### config.mk
export PLATFORM = sky130hd
export DESIGN_NAME = vga_rx
export DESIGN_NICKNAME = d
export VERILOG_FILES = /design/src/rtl/vga_rx.sv
export SDC_FILE = /design/constraint.sdc
export NUM_CORES = 1
export LEC_CHECK = 0
export CAP_MARGIN = 20
export CORE_AREA = 2 2 68 102
export CTS_CLUSTER_DIAMETER = 100
export DETAILED_ROUTE_END_ITERATION = 8
export DIE_AREA = 0 0 70 104
export GPL_ROUTABILITY_DRIVEN = 0
export PLACE_DENSITY_LB_ADDON = 0.05
export SYNTH_ARGS = -nofsm -noshare
export SYNTH_HDL_FRONTEND = slang
export SYNTH_SLANG_ARGS = --single-unit
### constraint.sdc
create_clock -name vga_clk -period 2.6 [get_ports vga_clk]
set_input_delay 0.52 -clock vga_clk [delete_from_list [all_inputs] [get_ports vga_clk]]
set_output_delay 0.52 -clock vga_clk [all_outputs]
set_load 0.1 [all_outputs]
### src/rtl/vga_rx.sv
// vga_rx: recovers pixel position and colour from a VGA-style stream
// (active-low hs/vs plus 4:4:4 rgb), locking only after two consistent frames.
module vga_rx #(
  parameter int H_SYNC  = 96,
  parameter int H_BACK  = 48,
  parameter int H_DISP  = 640,
  parameter int H_TOTAL = 800,
  parameter int V_SYNC  = 2,
  parameter int V_BACK  = 33,
  parameter int V_DISP  = 480,
  parameter int V_TOTAL = 525
) (
  input  logic        vga_clk,
  input  logic        clr,
  input  logic        hs,
  input  logic        vs,
  input  logic [3:0]  r,
  input  logic [3:0]  g,
  input  logic [3:0]  b,
  output logic        pix_valid,
  output logic [9:0]  pix_x,
  output logic [8:0]  pix_y,
  output logic [11:0] pix_data,
  output logic        frame_start,
  output logic        locked,
  output logic        h_err,
  output logic        v_err
);

  typedef enum logic [1:0] {UNLOCKED, ACQUIRE, LOCKED} state_t;

  localparam logic [9:0] H_LAST      = 10'(H_TOTAL - 1);
  localparam logic [9:0] H_SYNC_LAST = 10'(H_SYNC - 1);
  localparam logic [9:0] H_ACT_LO    = 10'(H_SYNC + H_BACK);
  localparam logic [9:0] H_ACT_HI    = 10'(H_SYNC + H_BACK + H_DISP);
  localparam logic [9:0] V_LAST      = 10'(V_TOTAL - 1);
  localparam logic [9:0] V_SYNC_N    = 10'(V_SYNC);
  localparam logic [9:0] V_ACT_LO    = 10'(V_SYNC + V_BACK);
  localparam logic [9:0] V_ACT_HI    = 10'(V_SYNC + V_BACK + V_DISP);
  localparam logic [9:0] CNT_MAX     = '1;
  localparam logic [9:0] CNT_PRE     = 10'd1022;

  logic       hs_q, hs_q2, vs_q;
  logic [3:0] r_q, g_q, b_q;
  logic       vs_at_fall;   // vs_q sampled at the most recent hs-fall
  logic       vs_chk;       // armed at vs-start until the first hs-fall with vs high
  logic [9:0] h_cnt, v_cnt;
  state_t     state, state_nxt;

  logic       hs_fall, hs_rise, vs_start, checking;
  logic       h_bad, v_bad, err, fs_nxt;
  logic [9:0] v_cnt_inc;
  logic       in_act;

  // Input capture (q) and second stage (q2) for hs edge detection
  always_ff @(posedge vga_clk or posedge clr) begin
    if (clr) begin
      hs_q  <= 1'b1;
      hs_q2 <= 1'b1;
      vs_q  <= 1'b1;
      r_q   <= '0;
      g_q   <= '0;
      b_q   <= '0;
    end else begin
      hs_q  <= hs;
      hs_q2 <= hs_q;
      vs_q  <= vs;
      r_q   <= r;
      g_q   <= g;
      b_q   <= b;
    end
  end

  // Edge/event decode and timing checks on stage q
  always_comb begin
    hs_fall   = !hs_q && hs_q2;
    hs_rise   = hs_q && !hs_q2;
    vs_start  = hs_fall && !vs_q && vs_at_fall;
    checking  = (state != UNLOCKED);
    v_cnt_inc = (v_cnt == CNT_MAX) ? v_cnt : v_cnt + 10'd1;
    h_bad     = (hs_fall && (h_cnt != H_LAST)) ||
                (hs_rise && (h_cnt != H_SYNC_LAST)) ||
                (!hs_fall && (h_cnt == CNT_PRE));
    v_bad     = (vs_start && (v_cnt != V_LAST)) ||
                (hs_fall && vs_q && vs_chk && (v_cnt_inc != V_SYNC_N));
    err       = checking && (h_bad || v_bad);
  end

  // Line/frame counters and vsync bookkeeping
  always_ff @(posedge vga_clk or posedge clr) begin
    if (clr) begin
      h_cnt      <= '0;
      v_cnt      <= '0;
      vs_at_fall <= 1'b1;
      vs_chk     <= 1'b0;
    end else begin
      if (hs_fall)
        h_cnt <= '0;
      else if (h_cnt != CNT_MAX)
        h_cnt <= h_cnt + 10'd1;

      if (vs_start)
        v_cnt <= '0;
      else if (hs_fall)
        v_cnt <= v_cnt_inc;

      if (hs_fall)
        vs_at_fall <= vs_q;

      if (vs_start)
        vs_chk <= 1'b1;
      else if (hs_fall && vs_q)
        vs_chk <= 1'b0;
    end
  end

  // Lock state register
  always_ff @(posedge vga_clk or posedge clr) begin
    if (clr) state <= UNLOCKED;
    else     state <= state_nxt;
  end

  // Lock FSM: any error beats a simultaneous vs-start
  always_comb begin
    state_nxt = state;
    fs_nxt    = 1'b0;
    unique case (state)
      UNLOCKED: if (vs_start) state_nxt = ACQUIRE;
      ACQUIRE: begin
        if (err) state_nxt = UNLOCKED;
        else if (vs_start) begin
          state_nxt = LOCKED;
          fs_nxt    = 1'b1;
        end
      end
      LOCKED: begin
        if (err) state_nxt = UNLOCKED;
        else if (vs_start) fs_nxt = 1'b1;
      end
      default: state_nxt = UNLOCKED;
    endcase
  end

  // Active-window decode
  always_comb begin
    in_act = (state == LOCKED) &&
             (h_cnt >= H_ACT_LO) && (h_cnt < H_ACT_HI) &&
             (v_cnt >= V_ACT_LO) && (v_cnt < V_ACT_HI);
  end

  // Registered pixel, pulse and status outputs
  always_ff @(posedge vga_clk or posedge clr) begin
    if (clr) begin
      pix_valid   <= 1'b0;
      pix_x       <= '0;
      pix_y       <= '0;
      pix_data    <= '0;
      frame_start <= 1'b0;
      h_err       <= 1'b0;
      v_err       <= 1'b0;
    end else begin
      pix_valid   <= in_act;
      pix_x       <= in_act ? 10'(h_cnt - H_ACT_LO) : '0;
      pix_y       <= in_act ? 9'(v_cnt - V_ACT_LO) : '0;
      pix_data    <= in_act ? {r_q, g_q, b_q} : '0;
      frame_start <= fs_nxt;
      h_err       <= checking && h_bad;
      v_err       <= checking && v_bad;
    end
  end

  assign locked = (state == LOCKED);

endmodule

==> results.json <==
{
  "first_pass_iters": 4,
  "antenna_left": 0,
  "grt-busiest-layer": "met2",
  "finalHoldViolCount": 0,
  "nets": 396,
  "cp.required_ns": 2.85,
  "worstPathArrival_ns": 2.63,
  "final_area_sq_mm": 0.004113,
  "drive_gt1_share_pct": 20.38,
  "syn_to_final_growth_pct": 21.61,
  "drtIter0Drc": 194,
  "cts_tree": "built",
  "cts_buffer_depth": 2,
  "post-cts-setup-buffers": 0,
  "path_max_fanout": 16,
  "async_flop_share_pct": 100.0,
  "cts-root-buf": "clkbuf_8",
  "preCtsSetupSlack_ns": 0.2073,
  "slew_headroom_pct": 63.12,
  "criticalPathCategory": "reg -> reg",
  "holdPathStages": 0,
  "period_minus_slack_ns": 2.385,
  "drc_errors": 0,
  "hold_start": "hs_q",
  "coreArea_sq_mm": 0.006396,
  "port_buffers": 51,
  "grt_usage_pct": 19.78,
  "die_area_sq_mm": 0.007280,
  "grtUsageMet2_pct": 31.70,
  "ioPinCount": 52,
  "syn_area_sq_mm": 0.003382,
  "grt_max_degree": 75,
  "dp_hpwl_um": 4647,
  "grt_pass1_wl_um": 11020,
  "antenna_cells": 0,
  "ys_ff_latch": 74,
  "synth-main-ff-cell": "dfrtp_1",
  "rows": 36,
  "yosysSeqAreaShare_pct": 54.90,
  "cp-end-kind": "flop",
  "clkPwrFrac_pct": 34.0,
  "ys_types": 56,
  "cts_resized": 0,
  "ff2ff_path_depth": 7,
  "rsz0062_at_grt": "no",
  "status": "completed",
  "n_fill_cell": 551,
  "tightest_slew_ns": 0.5532,
  "p_leak_nw": 2.007,
  "slew_viol_final": 0,
  "dieWidth_um": 70,
  "cts_buffers": 9,
  "synth_enable_flop_cells": 0,
  "power.switching_mw": 0.9284,
  "finalSetupViolations": 0,
  "wire_per_inst_um": 14.80,
  "holdPathEnd": "hs_q2",
  "met1_usage_pct": 24.29,
  "syn_nets": 345,
  "irDropWorstVdd_v": 0.0003753,
  "avgSynthCellArea_sq_um": 10.67,
  "die_h_um": 104,
  "antenna_found_initial": 0,
  "pwr-share-seq_pct": 45.4,
  "place_area_sq_mm": 0.003880,
  "htreeDepth": 3,
  "cts_sinks": 74,
  "routed_wl_um": 6647,
  "final_common_cell": "dfrtp_1",
  "gr-usage-met3_pct": 3.779,
  "swShare_pct": 30.20,
  "holdWs_ns": 0.3859,
  "ys_warn_count": 0,
  "r2r_slack_ns": 0.22,
  "synth_cells": 317,
  "vias": 2442,
  "clkTransAtPathRegs_ns": 0.07,
  "hold_class": "reg -> reg",
  "clkLatencyLatePin_ns": 0.36,
  "finalPower_mw": 3.074,
  "grt_pass1_vias": 2218,
  "p_int_mw": 2.146,
  "power.density_mw_per_mm2": 747.5,
  "cp-start-kind": "flop",
  "timing.fmax_ghz": 0.4194,
  "finalWorstSetupSlack_ns": 0.2154,
  "setup_tns_ns": 0,
  "via_per_inst": 5.439,
  "overflow": 0,
  "start_util_pct": 52.88,
  "power_frac_comb_pct": 20.6,
  "finalCritPeriodShare_pct": 91.72,
  "maxCapViolations": 0,
  "skew_ns": 0.008758,
  "hold_buffers": 0,
  "r2r_start": "v_cnt[0]",
  "r2r-end": "pix_x[3]",
  "final_cell_mix": "dfrtp_1, buf_4, nor2_1, nand2_1, nand3_1"
}
-- sequential cells by signal, summed over array words and instances (netlist names), 2 cells and up --
register	count
g_q	4
pix_y	9
state	2
r_q	4
pix_x	10
h_cnt	10
pix_data	12
v_cnt	10
b_q	4
-- Yosys cell counts (2+ instances only) --
cell	instances	area [sq um]
a211oi_1	2	15.01
a21oi_1	13	65.06
a31oi_1	3	18.77
a32o_1	2	20.02
a41oi_1	5	43.79
and2_1	16	100.1
and3_1	5	31.28
buf_2	6	30.03
buf_6	2	22.52
clkbuf_1	11	41.29
dfrtp_1	70	1752
dfstp_2	4	105.1
ha_1	12	150.1
inv_1	12	45.04
mux2i_1	4	40.04
nand2_1	20	75.07
nand2b_1	5	31.28
nand3_1	17	85.08
nand3b_1	2	15.01
nand4_1	4	25.02
nor2_1	35	131.4
nor2b_1	4	25.02
nor3_1	8	40.04
nor4_1	3	18.77
nor4b_1	2	17.52
o21a_1	2	15.01
o21ai_0	7	35.03
o22a_1	2	17.52
o31ai_1	2	15.01
or3_1	2	12.51
xnor2_1	10	87.58
-- worst max-delay path by stage --
| stage | startpoint | to | cells past startpoint |
|---|---|---|---|
| 2_1_floorplan | clr | b_q[0] | 1 |
| 3_3_place_gp | v_cnt[0] | pix_data[6] | 7 |
| 3_5_place_dp | v_cnt[0] | pix_x[3] | 7 |
| 4_1_cts | v_cnt[0] | pix_x[3] | 7 |
| 5_1_grt | v_cnt[0] | pix_data[0] | 7 |
| 6_report | v_cnt[0] | pix_x[3] | 7 |
-- routing by layer --
layer / share of wire, % / vias to the layer above
li1: - / 1193
met3: 4.7 / 18
met1: 41 / 1167
met4: 3.3 / 0
met5: 0 / -
met2: 51 / 64
-- per-stage QoR --
| stage | std cells | utilization (%) |
|---|---|---|
| 2_1_floorplan | 317 | - |
| 3_3_place_gp | 433 | 60.66 |
| 3_5_place_dp | 433 | 60.66 |
| 4_1_cts | 449 | 64.30 |
| 5_1_grt | 449 | 64.30 |
| 6_report | 449 | 64.30 |
-- final cells by class --
class                           count  area (sq um)  area share, %
Sequential cell                    74          1857          45.15
Multi-Input combinational cell    210          1379          33.53
Timing Repair Buffer               60         500.5          12.17
Tap cell                           76         95.09          2.312
Clock inverter                      6         105.1          2.556
Clock buffer                       10         127.6          3.103
Inverter                           13         48.80          1.186
-- logic make-up after synthesis --
| logic type | after synthesis | share of synthesized area [%] |
|---|---|---|
| multiplexers | 4 | 1.184 |
| adder cells (fa/ha/maj) | 12 | 4.439 |
| AO/OA/AOI/OAI | 50 | 10.77 |
| AND/OR/NAND/NOR | 133 | 21.53 |
| buffers and inverters | 33 | 4.328 |
| flip-flops | 74 | 54.90 |
| XOR/XNOR | 11 | 2.849 |
-- critical path: stages (launching register included) --
cell       delay (ns)
dfrtp_1          0.49
ha_1             0.36
or4_4            0.50
nand2_4          0.12
a21oi_2          0.08
o2111ai_4        0.34
inv_2            0.19
and2_1           0.20
-- power by group through the flow --
stage / registers (mW) / logic (mW) / clock network [mW]
floorplan: 1.36 / 0.515 / 0
global placement: 1.41 / 0.628 / 0
detailed placement: 1.41 / 0.638 / 0
CTS: 1.39 / 0.640 / 1.07
global route: 1.41 / 0.706 / 1.13
finish: 1.40 / 0.632 / 1.05
Power figures use the tool's default switching activity.
==> RTL change: new RTL, config.mk and constraints unchanged <==
`H_BACK`: 48 -> 32.
--- a/src/rtl/vga_rx.sv
+++ b/src/rtl/vga_rx.sv
@@ -4,3 +4,3 @@
   parameter int H_SYNC  = 96,
-  parameter int H_BACK  = 48,
+  parameter int H_BACK  = 32,
   parameter int H_DISP  = 640,
Check against the original RTL: same outputs for any inputs over 10 cycles, from zero or initial values; that may be too few to reach the edited logic, so the function may still have changed.
==> RTL change against the unedited design <==
- setup slack improved by 0.050 ns
- global-route usage fell by 0.71 points
- combinational power fell by 7.3%
- via count fell by 3.0%
- total power fell by 3.3%
- sequential share of layout area rose by 0.80 points
- sequential cell count did not move
- area after synthesis fell by 2.7%
- critical path depth fell by 1
- wire length fell by 2.3%
- clock skew rose by 0.0017 ns
- cell area fell by 1.7%
- largest cell class unchanged
==> RTL change: results (changes against the unedited design) <==
\begin{tabular}{lr}
\hline
Metric & Value \\
\hline
\multicolumn{2}{l}{\textbf{Outcome}} \\
\quad Outcome & completed (unchanged) \\
\multicolumn{2}{l}{\textbf{Route}} \\
\quad Met2 WL & 3.17 mm (was 3.39 mm) \\
\quad Routed length per placed instance & 14.6 µm (was 14.8 µm) \\
\quad Wire length on met3 & 324 µm (was 313 µm) \\
\quad Via density per instance & 5.33 (was 5.44) \\
\quad Routed length on met1 & 2.85 mm (was 2.73 mm) \\
\multicolumn{2}{l}{\textbf{Critical path}} \\
\quad Critical path's slowest cell & dfrtp\_1 (was or4\_4) \\
\quad Data arrival at the endpoint of the critical path & 2.59 ns (was 2.63 ns) \\
\multicolumn{2}{l}{\textbf{Yosys}} \\
\quad Synth cell count leaders & dfrtp\_1 (70), nor2\_1 (34), nand2\_1 (27) (was dfrtp\_1 (70), nor2\_1 (35), nand2\_1 (20)) \\
\quad Compound-Gate Fraction of Synth Area & 0.108 (about the same) \\
\quad Synth Net Count & 338 (was 345) \\
\quad Register area share after synthesis & 0.564 (was 0.549) \\
\quad Adder-cell share of the synthesized area & 0.0418 (was 0.0444) \\
\quad Post-synthesis share of cell area spent on xor and xnor gates & 0.0346 (was 0.0285) \\
\multicolumn{2}{l}{\textbf{STA}} \\
\quad Max Clock Skew & 0.0104 ns (was 0.00876 ns) \\
\quad Worst Max-Slew Pin Slew & 0.489 ns (was 0.553 ns) \\
\quad Minimum clock period after layout & 2.33 ns (was 2.38 ns) \\
\multicolumn{2}{l}{\textbf{Global routing}} \\
\quad Wire length of the first global-routing pass & 11.0 mm (about the same) \\
\quad Global-route usage over all layers & 0.191 (was 0.198) \\
\quad Via count of the first global-routing pass & 2294 (was 2218) \\
\multicolumn{2}{l}{\textbf{Finish}} \\
\quad Final-layout fill cell count & 522 (was 551) \\
\quad Ratio of cells with drive above 1 in the final layout & 0.193 (was 0.204) \\
\quad Final net count & 390 (was 396) \\
\multicolumn{2}{l}{\textbf{Placement}} \\
\quad Detailed placer's ending HPWL & 4.49 mm (was 4.65 mm) \\
\multicolumn{2}{l}{\textbf{Power and ir drop}} \\
\quad Static Leak & 1.96 nW (was 2.01 nW) \\
\quad Peak ir drop on the vdd network & 0.439 mV (was 0.375 mV) \\
\hline
\end{tabular}
[RTL change: final timing paths]
kind	start	to	slack, ns	cells past startpoint
setup / recovery	v_cnt[7]	state[0]	0.27	6
hold / removal	hs_q	hs_q2	0.40	0
setup reg to reg	v_cnt[7]	state[0]	0.27	6
hold reg to reg	hs_q	hs_q2	0.40	0
max in group asynchronous	clr	b_q[3]	1.44	3
min in group asynchronous	clr	pix_data[1]	0.51	2
[RTL change: cell type report]
cell class | count | area share
Clock buffer | 10 | 0.0341
Clock inverter | 6 | 0.0241
Inverter | 11 | 0.0102
Multi-Input combinational cell | 207 | 0.325
Sequential cell | 74 | 0.459
Tap cell | 76 | 0.0235
Timing Repair Buffer | 60 | 0.124
[RTL change: cell families after synthesis]
logic type / after synthesis
muxes: 1
xor gates and xnor gates: 13
buffers and inverters: 30
AOI/OAI and AO/OA: 49
and+or+nand+nor: 133
adders and majority gates: 11
DFF: 74
[RTL change: report_power, final]
| group | total [mW] | leakage (nW) | internal, mW | switching (mW) |
|---|---|---|---|---|
| Sequential | 1.37 | 0.976 | 1.24 | 0.131 |
| Clock | 1.02 | 0.119 | 0.580 | 0.439 |
| Combinational | 0.586 | 0.866 | 0.237 | 0.348 |
[RTL change: per-stage QoR]
stage	cells	utilization	setup WS, ns	hold WS, ns	area, µm²
after CTS	444	0.632	0.266	0.394	4040
after global placement	428	0.595	0.324	0.380	3810
after floorplan	311	-	0.205	0.372	3290
after global routing	444	0.632	0.0222	0.404	4040
after detailed placement	428	0.595	0.285	0.382	3810
final	444	0.632	0.266	0.396	4040
[RTL change: metal layers]
metal / vias to the layer above / global-route usage
met4: 0 / 0.0783
met5: - / 0
met3: 12 / 0.0455
met2: 65 / 0.304
li1: 1168 / -
met1: 1123 / 0.249
